## config.mk

```make
export PLATFORM = sky130hd
export DESIGN_NAME = sd_cmd_engine_flat
export DESIGN_NICKNAME = d
export VERILOG_FILES = /design/src/rtl/sd_cmd_engine_if.sv /design/src/rtl/sd_cmd_engine.sv /design/src/flat_wrapper.sv
export SDC_FILE = /design/constraint.sdc
export NUM_CORES = 1
export LEC_CHECK = 0
export BUFFER_PORTS_ARGS = -buffer_cell sky130_fd_sc_hd__clkbuf_2
export CORE_UTILIZATION = 45
export DETAILED_ROUTE_END_ITERATION = 16
export GPL_ROUTABILITY_DRIVEN = 1
export PLACE_DENSITY = 0.69
export SLEW_MARGIN = 40
export SYNTH_ARGS = -nofsm -noshare
export SYNTH_HDL_FRONTEND = slang
export SYNTH_SLANG_ARGS = --single-unit
```

## constraint.sdc

```tcl
create_clock -name iclk -period 2.6 [get_ports iclk]
set_clock_uncertainty 0.1 [all_clocks]
set_input_delay 0.13 -clock iclk [delete_from_list [all_inputs] [get_ports iclk]]
set_output_delay 0.13 -clock iclk [all_outputs]
set_load 0.01 [all_outputs]
```

## src/rtl/sd_cmd_engine_if.sv

```systemverilog
// sd_cmd_engine_if: command request, CMD pad and status bundle for the SD command engine
interface sd_cmd_engine_if;
    logic         istart;
    logic [5:0]   icmd_index;
    logic [31:0]  iarg;
    logic [1:0]   iresp_type;
    logic         icmd;
    logic         ocmd;
    logic         ocmd_oe;
    logic         obusy;
    logic         odone;
    logic         ocrc_err;
    logic         otimeout;
    logic [127:0] oresp;
    modport master (
        output istart, icmd_index, iarg, iresp_type, icmd,
        input  ocmd, ocmd_oe, obusy, odone, ocrc_err, otimeout, oresp
    );
    modport slave (
        input  istart, icmd_index, iarg, iresp_type, icmd,
        output ocmd, ocmd_oe, obusy, odone, ocrc_err, otimeout, oresp
    );
endinterface

```

## src/rtl/sd_cmd_engine.sv

```systemverilog
// sd_cmd_engine: serializes SD commands with CRC7, receives/validates responses, enforces NCC gap
module sd_cmd_engine #(
    parameter int RESP_TIMEOUT = 64,
    parameter int NCC_CYCLES   = 8
) (
    input logic            iclk,
    input logic            irst,
    sd_cmd_engine_if.slave bus
);
    localparam int TW = $clog2(RESP_TIMEOUT + 1);
    typedef enum logic [2:0] {S_IDLE, S_TX, S_WAIT, S_RX, S_NCC} state_t;
    state_t         r_state, w_next;
    logic [39:0]    r_frame;
    logic [1:0]     r_type;
    logic [6:0]     r_crc;
    logic [7:0]     r_bit;
    logic [TW-1:0]  r_tmo;
    logic [126:0]   r_rx;
    logic           r_done, r_crc_err, r_timeout;
    logic [127:0]   r_resp;
    logic [127:0]   w_full;
    logic           w_r2, w_tx_last, w_rx_last, w_ncc_last, w_tmo_hit, w_rx_crc_en, w_rx_err;

    function automatic logic [6:0] f_crc7(input logic [6:0] c, input logic b);
        return {c[5:3], c[2] ^ b ^ c[6], c[1:0], b ^ c[6]};
    endfunction

    assign w_r2        = r_type == 2'b10;
    assign w_full      = {r_rx, bus.icmd};
    assign w_tx_last   = r_bit == 8'd47;
    assign w_rx_last   = r_bit == (w_r2 ? 8'd135 : 8'd47);
    assign w_ncc_last  = r_bit == 8'(NCC_CYCLES - 1);
    assign w_tmo_hit   = r_tmo == TW'(RESP_TIMEOUT);
    // CRC covers bits 2..40 of a 48-bit reply (start bit 0 leaves it unchanged) or bits 9..128 of R2
    assign w_rx_crc_en = w_r2 ? (r_bit >= 8'd8 && r_bit <= 8'd127) : r_bit <= 8'd39;
    assign w_rx_err    = !bus.icmd || (r_type[0] != r_type[1] && r_crc != w_full[7:1]) ||
                         (r_type == 2'b01 && w_full[46]);

    assign bus.odone    = r_done;
    assign bus.ocrc_err = r_crc_err;
    assign bus.otimeout = r_timeout;
    assign bus.oresp    = r_resp;

    // state register; reset aborts any transaction and releases the line
    always_ff @(posedge iclk) begin
        r_state <= irst ? S_IDLE : w_next;
    end

    // next state and CMD line drive; the line is only driven while the frame is on the wire
    always_comb begin
        w_next      = r_state;
        bus.ocmd    = 1'b1;
        bus.ocmd_oe = 1'b0;
        bus.obusy   = r_state != S_IDLE;
        case (r_state)
            S_IDLE: w_next = bus.istart ? S_TX : S_IDLE;
            S_TX: begin
                bus.ocmd_oe = 1'b1;
                bus.ocmd    = r_bit < 8'd40 ? r_frame[39] : r_bit < 8'd47 ? r_crc[6] : 1'b1;
                if (w_tx_last) w_next = r_type == 2'b00 ? S_NCC : S_WAIT;
            end
            S_WAIT: w_next = !bus.icmd ? S_RX : w_tmo_hit ? S_NCC : S_WAIT;
            S_RX: if (w_rx_last) w_next = S_NCC;
            S_NCC: if (w_ncc_last) w_next = S_IDLE;
            default: w_next = S_IDLE;
        endcase
    end

    // datapath: frame/CRC shifting, response capture, counters and status flags
    always_ff @(posedge iclk) begin
        if (irst) begin
            r_frame   <= '0;
            r_type    <= '0;
            r_crc     <= '0;
            r_bit     <= '0;
            r_tmo     <= '0;
            r_rx      <= '0;
            r_done    <= 1'b0;
            r_crc_err <= 1'b0;
            r_timeout <= 1'b0;
            r_resp    <= '0;
        end else begin
            r_done <= 1'b0;
            case (r_state)
                S_IDLE: if (bus.istart) begin
                    r_frame   <= {2'b01, bus.icmd_index, bus.iarg};
                    r_type    <= bus.iresp_type;
                    r_crc     <= '0;
                    r_bit     <= '0;
                    r_crc_err <= 1'b0;
                    r_timeout <= 1'b0;
                    r_resp    <= '0;
                end
                S_TX: begin
                    r_bit   <= w_tx_last ? 8'd0 : r_bit + 8'd1;
                    r_frame <= {r_frame[38:0], 1'b0};
                    r_crc   <= r_bit < 8'd40 ? f_crc7(r_crc, r_frame[39]) : {r_crc[5:0], 1'b0};
                    r_tmo   <= TW'(1);
                end
                S_WAIT: begin
                    r_tmo <= r_tmo + TW'(1);
                    r_bit <= 8'd1;
                    r_rx  <= '0;
                    r_crc <= '0;
                    if (bus.icmd && w_tmo_hit) begin
                        r_timeout <= 1'b1;
                        r_bit     <= 8'd0;
                    end
                end
                S_RX: begin
                    r_rx  <= w_full[126:0];
                    r_bit <= w_rx_last ? 8'd0 : r_bit + 8'd1;
                    if (w_rx_crc_en) r_crc <= f_crc7(r_crc, bus.icmd);
                    if (w_rx_last) begin
                        r_crc_err <= w_rx_err;
                        r_resp    <= w_r2 ? w_full : {90'd0, w_full[45:8]};
                    end
                end
                S_NCC: begin
                    r_bit  <= r_bit + 8'd1;
                    r_done <= w_ncc_last;
                end
                default: ;
            endcase
        end
    end
endmodule
```

## src/flat_wrapper.sv

```systemverilog
// flat-port wrapper written by rule: the top's interface ports become plain ports
module sd_cmd_engine_flat 
#(
    parameter int RESP_TIMEOUT = 64,
    parameter int NCC_CYCLES   = 8
)
  (iclk, irst, bus_istart, bus_icmd_index, bus_iarg, bus_iresp_type, bus_icmd, bus_ocmd, bus_ocmd_oe, bus_obusy, bus_odone, bus_ocrc_err, bus_otimeout, bus_oresp);
  sd_cmd_engine_if bus_i ();
  input logic iclk;
  input logic irst;
  input wire logic [$bits(bus_i.istart)-1:0] bus_istart;
  input wire logic [$bits(bus_i.icmd_index)-1:0] bus_icmd_index;
  input wire logic [$bits(bus_i.iarg)-1:0] bus_iarg;
  input wire logic [$bits(bus_i.iresp_type)-1:0] bus_iresp_type;
  input wire logic [$bits(bus_i.icmd)-1:0] bus_icmd;
  output wire logic [$bits(bus_i.ocmd)-1:0] bus_ocmd;
  output wire logic [$bits(bus_i.ocmd_oe)-1:0] bus_ocmd_oe;
  output wire logic [$bits(bus_i.obusy)-1:0] bus_obusy;
  output wire logic [$bits(bus_i.odone)-1:0] bus_odone;
  output wire logic [$bits(bus_i.ocrc_err)-1:0] bus_ocrc_err;
  output wire logic [$bits(bus_i.otimeout)-1:0] bus_otimeout;
  output wire logic [$bits(bus_i.oresp)-1:0] bus_oresp;
  assign bus_i.istart = bus_istart;
  assign bus_i.icmd_index = bus_icmd_index;
  assign bus_i.iarg = bus_iarg;
  assign bus_i.iresp_type = bus_iresp_type;
  assign bus_i.icmd = bus_icmd;
  assign bus_ocmd = bus_i.ocmd;
  assign bus_ocmd_oe = bus_i.ocmd_oe;
  assign bus_obusy = bus_i.obusy;
  assign bus_odone = bus_i.odone;
  assign bus_ocrc_err = bus_i.ocrc_err;
  assign bus_otimeout = bus_i.otimeout;
  assign bus_oresp = bus_i.oresp;
  sd_cmd_engine #(.RESP_TIMEOUT(RESP_TIMEOUT), .NCC_CYCLES(NCC_CYCLES)) u_core (.iclk(iclk), .irst(irst), .bus(bus_i));
endmodule
```

==> impl_metrics.yaml <==
outcome:
  status: "completed"
logic_synthesis:
  syn-cell-area_um2: 12700
  ys_ff_latch: 325
  avgSynthCellArea_um2: 8.54
  syn_inst: 1491
  syn_nets: 1542
  yosysSeqAreaShare_pct: 51.1
  yosysWarnings: 0
  synth_cell_types: 48
floorplanning:
  fp.dieH_um: 170
  initial_core_util_pct: 45.8
  fp.dieArea_um2: 29000
  core_um2: 27800
  io_pins: 178
  rows: 61
  fp.dieW_um: 170
grt:
  overflow: 0
  grtUsageTotal_pct: 21.1
  grt_pass1_vias: 10200
  grt_first_pass_wirelength_um: 50800
  antenna_found_initial: 0
  grt_max_degree: 103
sta:
  fin_tns_setup_ns: 0
  rsz0062_at_grt: "no"
  finalSetupViolations: 0
  hold_viol: 0
  slew_violations: 0
  period_minus_slack_ns: 2.32
  fmax_mhz: 431
  period_share_pct: 89.2
  worst_slew_pin_slew_ns: 0.659
  max_slew_margin_pct: 56.1
power_and_ir_drop:
  leakagePower_uw: 0.00578
  power.density_nw_per_um2: 733
  totalPowerFinal_uw: 11300
  peakVddDrop_mv: 0.466
min_path:
  whs_path_depth: 4
  hold_path_end: "u_core.r_crc[5]"
  hold_start: "bus_istart"
  min_path_type: "input pin to flop"
placement:
  io_buffers: 177
  place_hpwl_um: 17900
  gp_congestion: 0.843
clock_tree:
  cts_max_level: 2
  path_clk_slew_ns: 0.06
  root_buffer: "clkbuf_16"
  cts_made_buffers: 35
  clock_latency_ns: 0.50
  cts_sinks: 325
  clockBufferDepth: 3
  tritoncts: "yes"
  cts_setup_buffers: 0
drt:
  drc: 0
  drt-initial-drc-count: 687
  drtAntennaViolNets: 0
  dr.pass1.iters: 5
  drt_wl_total_um: 30600
  wl_per_cell_um: 15.1
  vias_per_cell: 5.47
  num_vias: 11100
setup_path:
  worstPathMaxFanout: 15
  startpoint_type: "flop"
  critPathKind: "flop to primary output"
  required_ns: 2.37
  cp.arrival_ns: 2.09
  r2r-start: "u_core.r_type[0]"
  r2r-end: "u_core.r_bit[6]"
  critPathCaptureType: "primary output"
  reg2reg_depth: 7
  reg2reg_slack_ns: 0.43
final_layout:
  drive_gt1_share_pct: 19.0
  n_antenna_cell: 0
  fin_nets: 1683
  syn_to_final_growth_pct: 20.7
flow_run:
  maxCapViolCount: 0
-- placed cells by master, fill, tap and decap left out, types with 38 or more instances in the layout --
cell type / instances
nand3_1: 141
nand2_1: 223
clkbuf_2: 176
dfxtp_1: 324
nor2_1: 184
dlygate4sd3_1: 42
a21oi_1: 153
a22oi_1: 129
a311oi_1: 38
mux2_2: 40
-- layout make-up --
class	count	area (um^2)
clock inverter	12	196
multi-input combinational	1015	5600
sequential	325	6510
timing repair buffer	244	1620
fill	2585	12400
tap	378	473
clock buffer	43	936
inverter	11	41.3
-- power breakdown --
group	leakage (uW)	switching (uW)	internal (uW)	total (uW)
sequential	0.00263	95.0	5120	5220
clock	0.000546	1910	3040	4950
combinational	0.00261	743	357	1100
-- per-stage QoR --
stage               setup WS, ns  hold slack, ns  instances  cell area (um^2)  utilization [%]
global route               0.166           0.177       2028             15400             55.3
floorplan                  0.581           0.166       1491             12700                -
detailed placement         0.431           0.258       1931             13800             49.7
finish                     0.282           0.132       2028             15400             55.3
CTS                       0.0969           0.104       2028             15400             55.3
global placement           0.488           0.265       1931             13800             49.7
-- synthesized netlist by cell type, drive strengths merged --
master / number / area share (%)
and4bb: 3 / 0.29
clkbuf: 96 / 2.8
xnor2: 6 / 0.41
o311ai: 1 / 0.13
nand3: 144 / 5.8
nor3b: 2 / 0.12
o211ai: 2 / 0.20
nand3b: 1 / 0.059
a31oi: 6 / 0.34
a311oi: 38 / 2.6
nor3: 13 / 0.51
a21oi: 153 / 6.0
mux2i: 2 / 0.16
o21a: 3 / 0.18
or3: 2 / 0.098
or3b: 2 / 0.14
nand2: 225 / 6.6
and3: 5 / 0.25
clkinv: 2 / 0.059
o221ai: 1 / 0.069
o21ai: 9 / 0.38
a211oi: 2 / 0.12
nor2: 185 / 5.5
and3b: 2 / 0.14
mux2: 40 / 3.5
buf: 44 / 1.9
dfxtp: 325 / 51
ha: 7 / 0.69
o211a: 1 / 0.079
o31ai: 6 / 0.35
xor2: 5 / 0.34
nand2b: 4 / 0.20
a22oi: 129 / 7.6
o311a: 1 / 0.079
and2: 2 / 0.098
inv: 9 / 0.27
a41o: 1 / 0.079
nor4: 4 / 0.20
nand4: 7 / 0.34
nor4b: 1 / 0.069
-- metal layers --
| layer | vias up | share of wire [%] | GRT usage [%] |
|---|---|---|---|
| li1 | 5503 | - | - |
| met1 | 5275 | 46 | 28.4 |
| met2 | 280 | 47 | 34.5 |
| met3 | 37 | 5.1 | 3.19 |
| met4 | 0 | 2.0 | 6.93 |
| met5 | - | 0 | 0 |
-- what timing repair did --
action	in CTS	in global routing
hold buffers	42	0
resized for setup	0	1
hold endpoints to repair	65	0
endpoints found under the setup margin	0	1
-- cells by family after synthesis --
logic type | count (synthesis) | share of synthesized area (%)
AND/OR/NAND/NOR | 602 | 20.4
buffers and inverters | 151 | 5.06
adder cells (fa/ha/maj) | 7 | 0.688
AO/OA/AOI/OAI | 353 | 18.2
flip-flops | 325 | 51.1
XOR/XNOR | 11 | 0.757
multiplexers | 42 | 3.70
-- worst max-delay path by stage --
stage | from | slack, ns | endpoint | depth (start not counted)
floorplan | u_core.r_type[0] | 0.58 | u_core.bus.oresp[118] | 10
global placement | u_core.r_state[0] | 0.49 | u_core.r_bit[6] | 5
detailed placement | u_core.r_state[0] | 0.43 | u_core.r_bit[6] | 5
CTS | u_core.r_state[0] | 0.1 | bus_ocmd | 4
global route | u_core.r_bit[5] | 0.17 | bus_ocmd | 6
finish | u_core.r_state[0] | 0.28 | bus_ocmd | 4
-- sequential cells by signal (all words and copies together), names as in the netlist --
| signal | flops |
|---|---|
| u_core.bus.oresp | 128 |
| u_core.bus.otimeout | 1 |
| u_core.r_type | 2 |
| u_core.bus.ocrc_err | 1 |
| u_core.r_frame | 40 |
| u_core.r_state | 3 |
| u_core.bus.odone | 1 |
| u_core.r_tmo | 7 |
| u_core.r_crc | 7 |
| u_core.r_rx | 127 |
| u_core.r_bit | 8 |
-- critical path: stages (launching register included) --
cell and delay [ns]:
dfxtp_2 0.49, or3b_2 0.53, clkinv_1 0.23, nand4_1 0.17
clkbuf_2 0.18
Power figures use the tool's default switching activity.
